$ cat config.mk
export PLATFORM = sky130hd
export DESIGN_NAME = timer_unit
export DESIGN_NICKNAME = d
export VERILOG_FILES = /design/src/rtl/timer_unit.sv
export SDC_FILE = /design/constraint.sdc
export NUM_CORES = 1
export LEC_CHECK = 0
export ABC_AREA = 1
export CORE_UTILIZATION = 45
export DETAILED_ROUTE_END_ITERATION = 8
export GPL_ROUTABILITY_DRIVEN = 0
export PLACE_DENSITY_LB_ADDON = 0.2
export SYNTH_ARGS = -nofsm -noshare
export SYNTH_HDL_FRONTEND = slang
export SYNTH_SLANG_ARGS = --single-unit
$ cat constraint.sdc
create_clock -name clk -period 2.1 [get_ports clk]
set_input_delay 0.42 -clock clk [delete_from_list [all_inputs] [get_ports clk]]
set_output_delay 0.42 -clock clk [all_outputs]
set_load 0.01 [all_outputs]
$ cat src/rtl/timer_unit.sv
// ---------------------------------------------------------------------------
// timer_unit
//
// Prescaled up-counter timer peripheral driven by timer-class instructions.
// A prescaler divides the clock by (PSC+1); every prescaler tick advances the
// counter, which wraps to zero after reaching the auto-reload value (ARR).
// Each wrap produces a one-cycle update event and sets a sticky irq flag.
// PSC and ARR are double-buffered: while running, writes land in a preload
// register and become active at the next update event; while stopped, writes
// take effect immediately.
//
// Ports
//   clk         system clock (all state on rising edge)
//   reset       synchronous, active-high reset
//   timer_en    run enable from the control unit (level)
//   cmd_valid   one-cycle strobe: current instruction is a timer write
//   cmd_code    alu_cntrl timer code (PSC_I/PSC_REG/ARR_I/ARR_REG)
//   cmd_data    operand (immediate or rs1 value), upper bits truncated
//   irq_clr     one-cycle strobe clearing irq
//   cnt         current counter value
//   psc_q       active prescaler value
//   arr_q       active auto-reload value
//   update_evt  one-cycle pulse following a counter wrap
//   irq         sticky update flag
//   running     registered copy of timer_en
// ---------------------------------------------------------------------------
module timer_unit #(
    parameter int unsigned           CNT_WIDTH = 16,
    parameter int unsigned           PSC_WIDTH = 16,
    parameter logic [CNT_WIDTH-1:0]  ARR_RESET = '1
) (
    input  logic                 clk,
    input  logic                 reset,
    input  logic                 timer_en,
    input  logic                 cmd_valid,
    input  logic [5:0]           cmd_code,
    input  logic [31:0]          cmd_data,
    input  logic                 irq_clr,
    output logic [CNT_WIDTH-1:0] cnt,
    output logic [PSC_WIDTH-1:0] psc_q,
    output logic [CNT_WIDTH-1:0] arr_q,
    output logic                 update_evt,
    output logic                 irq,
    output logic                 running
);

    localparam logic [5:0] CODE_PSC_I   = 6'b100001;
    localparam logic [5:0] CODE_ARR_I   = 6'b100010;
    localparam logic [5:0] CODE_PSC_REG = 6'b100011;
    localparam logic [5:0] CODE_ARR_REG = 6'b100100;

    typedef enum logic {
        STOPPED = 1'b0,
        RUNNING = 1'b1
    } run_state_t;

    run_state_t state;
    run_state_t state_next;

    logic [PSC_WIDTH-1:0] psc_cnt;
    logic [PSC_WIDTH-1:0] psc_act;
    logic [PSC_WIDTH-1:0] psc_pre;
    logic [CNT_WIDTH-1:0] arr_act;
    logic [CNT_WIDTH-1:0] arr_pre;

    logic psc_wr;
    logic arr_wr;
    logic tick;
    logic wrap;

    // ------------------------------------------------------------------
    // Run-state FSM: state register / next-state / output
    // ------------------------------------------------------------------
    always_ff @(posedge clk) begin
        if (reset) begin
            state <= STOPPED;
        end else begin
            state <= state_next;
        end
    end

    always_comb begin
        state_next = STOPPED;
        if (timer_en) begin
            state_next = RUNNING;
        end
    end

    always_comb begin
        running = (state == RUNNING);
    end

    // ------------------------------------------------------------------
    // Command decode and count qualifiers
    // ------------------------------------------------------------------
    always_comb begin
        psc_wr = cmd_valid && ((cmd_code == CODE_PSC_I) || (cmd_code == CODE_PSC_REG));
        arr_wr = cmd_valid && ((cmd_code == CODE_ARR_I) || (cmd_code == CODE_ARR_REG));
        // Counting is gated by the registered run state, so enabling costs
        // one cycle before the first prescaler step.
        tick   = running && (psc_cnt == psc_act);
        wrap   = tick && (cnt == arr_act);
    end

    // ------------------------------------------------------------------
    // Prescaler, counter, event and irq
    // ------------------------------------------------------------------
    always_ff @(posedge clk) begin
        if (reset) begin
            psc_cnt    <= '0;
            cnt        <= '0;
            update_evt <= 1'b0;
            irq        <= 1'b0;
        end else begin
            if (running) begin
                psc_cnt <= tick ? '0 : psc_cnt + 1'b1;
            end
            // An active ARR below cnt lets cnt run on and roll over naturally
            // at all-ones without raising an event.
            if (tick) begin
                cnt <= wrap ? '0 : cnt + 1'b1;
            end
            update_evt <= wrap;
            // Set has priority over a coincident clear.
            if (update_evt) begin
                irq <= 1'b1;
            end else if (irq_clr) begin
                irq <= 1'b0;
            end
        end
    end

    // ------------------------------------------------------------------
    // Preload / active registers
    // A write coinciding with a wrap: active takes the old preload value
    // (right-hand side sampled before the edge), the write lands in preload.
    // Wrap never happens while stopped, so the direct write cannot collide.
    // ------------------------------------------------------------------
    always_ff @(posedge clk) begin
        if (reset) begin
            psc_pre <= '0;
            psc_act <= '0;
            arr_pre <= ARR_RESET;
            arr_act <= ARR_RESET;
        end else begin
            if (wrap) begin
                psc_act <= psc_pre;
                arr_act <= arr_pre;
            end
            if (psc_wr) begin
                psc_pre <= cmd_data[PSC_WIDTH-1:0];
                if (!running) begin
                    psc_act <= cmd_data[PSC_WIDTH-1:0];
                end
            end
            if (arr_wr) begin
                arr_pre <= cmd_data[CNT_WIDTH-1:0];
                if (!running) begin
                    arr_act <= cmd_data[CNT_WIDTH-1:0];
                end
            end
        end
    end

    assign psc_q = psc_act;
    assign arr_q = arr_act;

endmodule
# After elaboration in Yosys (flattened, before gate mapping)
# Cells that the tools add are included.
[totals] regBits=99 output_inout_bits=51
[classes] addsub=2 eq_ne=6 mux=11 reduce_logical=7
[ops] operator="2-to-1 mux 16 bit" n=8
[ops] operator="adder 16 x 1 -> 16 bit, second input constant" n=2
[ops] operator="equality test 16 bit" n=2
[ops] operator="equality test 6 bit, second input constant" n=4
[ops] operator="logical AND 1 bit" n=4
[ops] operator="2-to-1 mux 1 bit" n=3
[ops] operator="logical OR 1 bit" n=2
[ops] operator="nonzero test 2 bit" n=1

# Longest topological paths before layout
# Gate-level depths: netlist of run 1.
[logic_depth] word_depth=6 ltp_mapped=13 mapped_depth_nobuf=13

# Worst setup path after synthesis of run 1
# OpenSTA, ideal clock, no wires.
[synth_path] path_kind="input to register" from="input cmd_code[5]" to="register psc_act[5], in the netlist psc_q[5]" setup_ns=0.109 t_arrival_ns=1.495 path_slack_ns=0.496 cell_stages=10 path_buffers=1 path_cell_list="inv_1 -> nor2_1 -> nand2_1 -> nor4_4 -> nand2_2 -> buf_2 -> o21ai_0 -> inv_1 -> nand2_1 -> inv_1"
[synth_between] elab_chain_cells=4
[synth_lines] item="from (decl)" line="36" rtl="input logic [5:0] cmd_code,"
[synth_lines] item="equality test 6 bit" line="97" rtl="psc_wr = cmd_valid && ((cmd_code == CODE_PSC_I) || (cmd_code == CODE_PSC_REG));"
[synth_lines] item="logical OR 1 bit *" line="97"
[synth_lines] item="logical AND 1 bit *" line="97"
[synth_lines] item="2-to-1 mux 16 bit *" line="150" rtl="if (psc_wr) begin"
[synth_lines] item="to (signal assigned)" line="147" rtl="psc_act <= psc_pre;"
[synth_lines] item="to (signal assigned)" line="153" rtl="psc_act <= cmd_data[PSC_WIDTH-1:0];"
[synth_lines] item="to (decl)" line="61" rtl="logic [PSC_WIDTH-1:0] psc_act;"
# Every way passes the cells marked *; elsewhere a longest branch is shown, timed or not.
# A chain may end at the register's enable or synchronous reset.

# Final worst setup path of run 1
[layout_path] from="register psc_act[9], in the netlist psc_q[9]" to="register psc_act[5], in the netlist psc_q[5]"
[layout_between] elab_chain_cells=6
[layout_lines] item="equality test 16 bit *" line="101" rtl="tick = running && (psc_cnt == psc_act);"
[layout_lines] item="logical AND 1 bit *" line="101"
[layout_lines] item="logical AND 1 bit *" line="102" rtl="wrap = tick && (cnt == arr_act);"
[layout_lines] item="2-to-1 mux 16 bit *" line="146" rtl="if (wrap) begin"
[layout_lines] item="2-to-1 mux 16 bit" line="152" rtl="if (!running) begin"
[layout_lines] item="2-to-1 mux 16 bit *" line="150"
# Marked as above.

==> metrics.txt, run 1 <==
status=finished, violations left; violated checks=design-rule violations; Via density=5.02; Post-Synthesis Cell Area=5460 um^2; Worst setup SP type=flop; Final Skew=0.0110 ns; fmax=0.531 GHz; Cell variety after synth=39; Longest Clk Path Bufs=2; setup ws final=0.216 ns; gr usage total=23.8%; H-tree lvl count=3; die area=12600 um^2; DRC errors left=4; most frequent cells in the layout=216 x nand2_1, 111 x inv_1, 99 x dfxtp_1; commonest non-fill, non-tap cell in the layout=nand2_1; via count of the first global-routing pass=4844; RSZ-0062 raised after global routing=no; Max FO, Critical Path=17; share of cells above drive strength 1=10.5%; Syn Area/Cell=6.44 um^2; flops & latches, synth=99; CTS Sinks=99; Net Switching=0.000947 W; Worst Reg-to-Reg Cells=12; ys flop type=dfxtp_1; Data required, critical path=2.40 ns; effective utilization at floorplan=47.0%; post-route core utilization=58.3%; Warnings, synthesis=0; final slew viol count=0; Switching Share=25.1%; Post-Syn Instances=847; Post-Syn Nets=892; pre-CTS setup slack=0.0160 ns; vias=5446; Fin. Hold Viols=0; Crit Path Category=reg -> reg; final WL=14400 um; DRT Pass-1 Iters=6; min Tclk post-route=1.88 ns; endpoints failing setup=0; Top-Level Pins=94; relative slew slack=70.6%; Clk Tree Root Cell=clkbuf_16; share of async-settable or async-resettable flops after synthesis=0%; Chip Width=112 um; sequential share of the synthesized area=36.3%; combinational share of power=9.1%; Crit Reg-Reg Startpoint=psc_q[9]; # port buffers=77; Clock Power Share=40.1%; Top cell by count, worst path=nand2_1; hold path start=arr_pre[7]; reg2reg setup slack=0.22 ns; Reg power frac=50.8%; Hold Path Cell Cnt=2; Top Family by Delay on Critical Path=simple AND/OR/NAND/NOR gates; fin nets=982; HP Class=reg -> reg; EDFF count, synth=0; die height=112 um; Leak=3.13 nW; diode count=0; capture point of the worst reg-to-reg path=psc_q[5]; Worst VDD drop=0.480 mV; mean routed wirelength per cell=13.3 um; clock-pin transition on the worst setup and hold timing paths=0.07 ns; critical path's slowest cell=dfxtp_1; CP endpoint kind=flop; pin count of the biggest net entering global routing=27; Crit path buffers/inverters=2; final setup TNS=0 ns; fin crit share=89.7%; core area=11600 um^2; maxcap violations=0; CTS Buf Count=9; Final HPWL DP=10900 um; Pwr Density=558 nW/um^2; synth-to-layout area growth=24.1%; Starting DRT DRC Count=337; worst min-delay path endpoint=arr_pre[7]; worst slew pin tran=0.439 ns; CTS tree=done; Int Pwr=0.00283 W; initial antenna violation count=0; CP Cell Sequence=inv_1 -> nand2_1 -> nand2_1 -> nor2_1 -> nand2_1 -> nor2_2 -> nand3_4 -> nor2_2 -> nand2_1 -> nand3_1 -> nand2_1 -> inv_1; ANT nets after route=0; grt ovf=0; Crit path arrival time=2.19 ns; first-pass GRT wire length=23800 um; CP peak stage delay=0.42 ns; Core Rows=39; Skew-Pair Late Insertion Delay=0.36 ns
logic make-up after synthesis:
group	after synthesis	share of synthesized area (%)
compound gates	140	14.2
xor+xnor	10	1.61
fa+ha+maj	2	0.459
buf+inv	159	11.8
flops	99	36.3
simple gates	437	35.6
Yosys cell counts, drive strengths merged, types with 3 or more instances:
cell type / number / area share (%)
a21oi: 42 / 3.9
a31oi: 12 / 1.4
and2: 6 / 0.69
buf: 16 / 2.0
clkbuf: 14 / 0.96
dfxtp: 99 / 36
inv: 127 / 8.7
nand2: 226 / 16
nand3: 53 / 5.2
nand3b: 3 / 0.41
nand4: 8 / 0.92
nor2: 111 / 8.6
nor3: 25 / 2.9
o21ai: 72 / 6.6
o21bai: 11 / 1.9
xor2: 8 / 1.3
metrics by stage:
step / instances / area, um^2 / total power [W] / hold WS [ns]
after floorplan: 847 / 5460 / 0.00215 / 0.430
after CTS: 1083 / 6760 / 0.00382 / 0.461
after global routing: 1084 / 6770 / 0.00393 / 0.488
final: 1084 / 6770 / 0.00378 / 0.457
after detailed placement: 1068 / 6500 / 0.00230 / 0.443
after global placement: 1068 / 6500 / 0.00230 / 0.440
routing by layer:
layer	part of all wire, %	global-route usage (%)	vias to the layer above
met4	0.56	4.98	0
met3	5.7	6.32	6
met2	45	37.4	140
li1	-	-	2861
met5	0	0	-
met1	49	32.8	2439
sequential cells by signal, summed over array words and instances (netlist names):
register    cells
arr_pre        16
arr_q          16
cnt            16
irq             1
psc_cnt        16
psc_pre        16
psc_q          16
running         1
update_evt      1
worst register-to-register path, cell delays in order, from the launching register on:
cell and delay, ns:
dfxtp_1 0.42, inv_1 0.06, nand2_1 0.10, nand2_1 0.07
nor2_1 0.10, nand2_1 0.07, nor2_2 0.18, nand3_4 0.25
nor2_2 0.32, nand2_1 0.09, nand3_1 0.09, nand2_1 0.05
inv_1 0.04
power groups by stage:
| stage | Clock, W | Sequential (W) | Combinational (W) |
|---|---|---|---|
| 2_1_floorplan | 0 | 0.00196 | 0.000185 |
| 3_3_place_gp | 0 | 0.00196 | 0.000338 |
| 3_5_place_dp | 0 | 0.00196 | 0.000340 |
| 4_1_cts | 0.00155 | 0.00192 | 0.000342 |
| 5_1_grt | 0.00163 | 0.00192 | 0.000376 |
| 6_report | 0.00152 | 0.00192 | 0.000342 |
cell type report:
class	count	area, um^2
flip-flops and latches	99	1980
multi-input cells	590	2830
inverters	129	484
clock inverters	5	31.3
well taps	143	179
repair buffers	108	1030
fillers	1162	4850
clock buffers	10	229
worst max path at each step:
stage | from | to | slack (ns) | depth (start not counted)
finish | psc_q[9] | psc_q[5] | 0.22 | 12
detailed placement | cmd_code[2] | arr_pre[11] | 0.02 | 8
CTS | psc_q[9] | psc_q[3] | 0.21 | 12
floorplan | cmd_code[5] | psc_q[5] | 0.50 | 10
global route | cnt[0] | cnt[10] | 0.001 | 11
global placement | cmd_code[2] | arr_pre[10] | 0.03 | 8
timing repair:
item | 4_1_cts | 5_1_grt
setup buffers | 0 | 0
hold buffers | 0 | 0
gates resized for setup | 0 | 0
setup endpoints to repair | 0 | 12
(Power assumes the default switching activity.)
==> run 2: changes to the inputs <==
--- a/config.mk
+++ b/config.mk
@@ -8,8 +8,10 @@
 export ABC_AREA = 1
 export CORE_UTILIZATION = 45
 export DETAILED_ROUTE_END_ITERATION = 8
+export DONT_BUFFER_PORTS = 1
 export GPL_ROUTABILITY_DRIVEN = 0
 export PLACE_DENSITY_LB_ADDON = 0.2
+export SLEW_MARGIN = 30
 export SYNTH_ARGS = -nofsm -noshare
 export SYNTH_HDL_FRONTEND = slang
 export SYNTH_SLANG_ARGS = --single-unit
==> metrics.txt, run 2 (synthesis gave the netlist of run 1 again) <==
final WL=14500 um (+0.85%); core area=11600 um^2 (unchanged); critical path's slowest cell=dfxtp_1; setup ws final=0.173 ns (-0.0429 ns); pre-CTS setup slack=0.170 ns (+0.154 ns); H-tree lvl count=3 (unchanged); final setup TNS=0 ns (unchanged); Starting DRT DRC Count=342 (+1.5%); Fillers=1176 (+1.2%); Leak=2.89 nW (-7.8%); final slew viol count=0 (unchanged); RSZ-0062 raised after global routing=no; Switching Share=23.4% (-1.6 points); Chip Width=112 um (unchanged); clock-pin transition on the worst setup and hold timing paths=0.07 ns (about the same); effective utilization at floorplan=47.0% (unchanged); Net Switching=0.000925 W (-2.3%); combinational share of power=6.0% (-3.1 points); Via density=5.17 (+3.0%); endpoints failing setup=0 (unchanged); fmax=0.519 GHz (-2.2%); Crit Path Category=reg -> reg; share of cells above drive strength 1=12.3% (+1.8 points); Max FO, Critical Path=17 (unchanged); first-pass GRT wire length=23700 um (-0.63%); vias=5242 (-3.7%); DRC errors left=4 (unchanged); Pwr Density=649 nW/um^2 (+16%); mean routed wirelength per cell=14.3 um (+7.9%); CTS tree=done; WHS=0.130 ns (-0.326 ns); commonest non-fill, non-tap cell in the layout=nand2_1; HP Class=in -> reg; status=finished, violations left; Worst setup SP type=flop; CP Cell Sequence=inv_1 -> nand2_1 -> nand2_1 -> nor2_1 -> nand2_1 -> nor2_2 -> nand3_4 -> nor2_2 -> nand2_1 -> nand3_1 -> nand2_1 -> inv_1; CTS Sinks=99 (unchanged); Crit path arrival time=2.23 ns (+0.04 ns); # hold bufs at CTS=0 (unchanged); grt ovf=0 (unchanged); Fin. Hold Viols=0 (unchanged); Top-Level Pins=94 (unchanged); Skew-Pair Late Insertion Delay=0.35 ns (about the same); Clock Power Share=45.2% (+5.1 points); relative slew slack=58.8% (-12 points); violated checks=design-rule violations; Core Rows=39 (unchanged); fin nets=910 (-7.3%); Final Skew=0.00606 ns (-0.00491 ns); fin crit share=91.8% (+2.0 points); maxcap violations=0 (unchanged); Final HPWL DP=11100 um (+2.1%); die area=12600 um^2 (unchanged); CP endpoint kind=flop; # port buffers=0 (-100%); Clk Tree Root Cell=clkbuf_16; DRT Pass-1 Iters=7 (+1); initial antenna violation count=0 (unchanged); die height=112 um (unchanged); Worst VDD drop=0.520 mV (+8.5%); Pwr Total=0.00395 W (+4.5%); Top cell by count, worst path=nand2_1; min Tclk post-route=1.93 ns (+0.0429 ns); ANT nets after route=0 (unchanged); Int Pwr=0.00302 W (+6.7%); diode count=0 (unchanged); Data required, critical path=2.40 ns (about the same); pin count of the biggest net entering global routing=35 (+30%); CTS Buf Count=9 (unchanged); synth-to-layout area growth=11.5%; gr usage total=23.6% (-0.23 points); Longest Clk Path Bufs=2 (unchanged); Reg power frac=48.8% (-2.0 points); CP peak stage delay=0.48 ns (+0.06 ns); via count of the first global-routing pass=4921 (+1.6%); most frequent cells in the layout=216 x nand2_1, 111 x inv_1, 98 x dfxtp_1; worst slew pin tran=0.617 ns (+0.178 ns)
[run 2: cell types whose count changed in the layout (fill, tap and decap cells not counted)]
| cell | previous run | this run |
|---|---|---|
| buf_4 | 29 | 35 |
| dfxtp_2 | 0 | 1 |
| clkdlybuf4s50_1 | 77 | 0 |
| nor2_1 | 98 | 97 |
| bufinv_16 | 0 | 2 |
| dfxtp_1 | 99 | 98 |
| nor2_2 | 10 | 11 |
| buf_12 | 2 | 1 |
| clkinv_2 | 3 | 1 |
| clkinv_4 | 1 | 2 |
[run 2: critical path, delay by kind of cell, from the launching register on]
family | cells | cell delay (ns)
DFF | 1 | 0.48
buffers and inverters | 2 | 0.11
and+or+nand+nor | 10 | 1.28
[run 2: cell type report]
cell class / instances / area (um^2) / area share (%)
inverter: 129 / 484 / 7.96
multi-input combinational: 590 / 2840 / 46.6
clock buffer: 10 / 229 / 3.76
tap: 143 / 179 / 2.94
timing repair buffer: 36 / 283 / 4.65
clock inverter: 6 / 90.1 / 1.48
sequential: 99 / 1980 / 32.6
[run 2: final timing paths]
kind	start	to	slack, ns	depth (start not counted)
setup / recovery	psc_q[0]	psc_q[3]	0.17	12
hold / removal	reset	psc_q[9]	0.13	1
setup reg to reg	psc_q[0]	psc_q[3]	0.17	12
hold reg to reg	psc_pre[9]	psc_pre[9]	0.45	2
[run 2: metal layers]
layer	wire (um)	global-route usage (%)	part of all wire, %
met5	0	0	0
met4	223	7.91	1.5
met3	954	7.24	6.6
met2	6690	38.3	46
met1	6650	29.7	46
[run 2: repair_timing]
action                                  4_1_cts  5_1_grt
endpoints found under the hold margin         0        0
buffers inserted                              0        3
endpoints found under the setup margin        0        8
resized for setup                             0        2
[run 2: power groups by stage]
stage / registers, W / logic [W] / clock network, W
finish: 0.00193 / 0.000238 / 0.00178
global route: 0.00193 / 0.000268 / 0.00189
CTS: 0.00193 / 0.000235 / 0.00182
detailed placement: 0.00197 / 0.000233 / 0
global placement: 0.00197 / 0.000230 / 0
floorplan: 0.00196 / 0.000185 / 0
[run 2: stage by stage]
stage | instance area [um^2] | utilization [%] | cells
after floorplan | 5460 | - | 847
after global placement | 5720 | 49.3 | 993
after detailed placement | 5720 | 49.3 | 993
after CTS | 6040 | 52.0 | 1009
after global routing | 6080 | 52.4 | 1013
final | 6080 | 52.4 | 1013
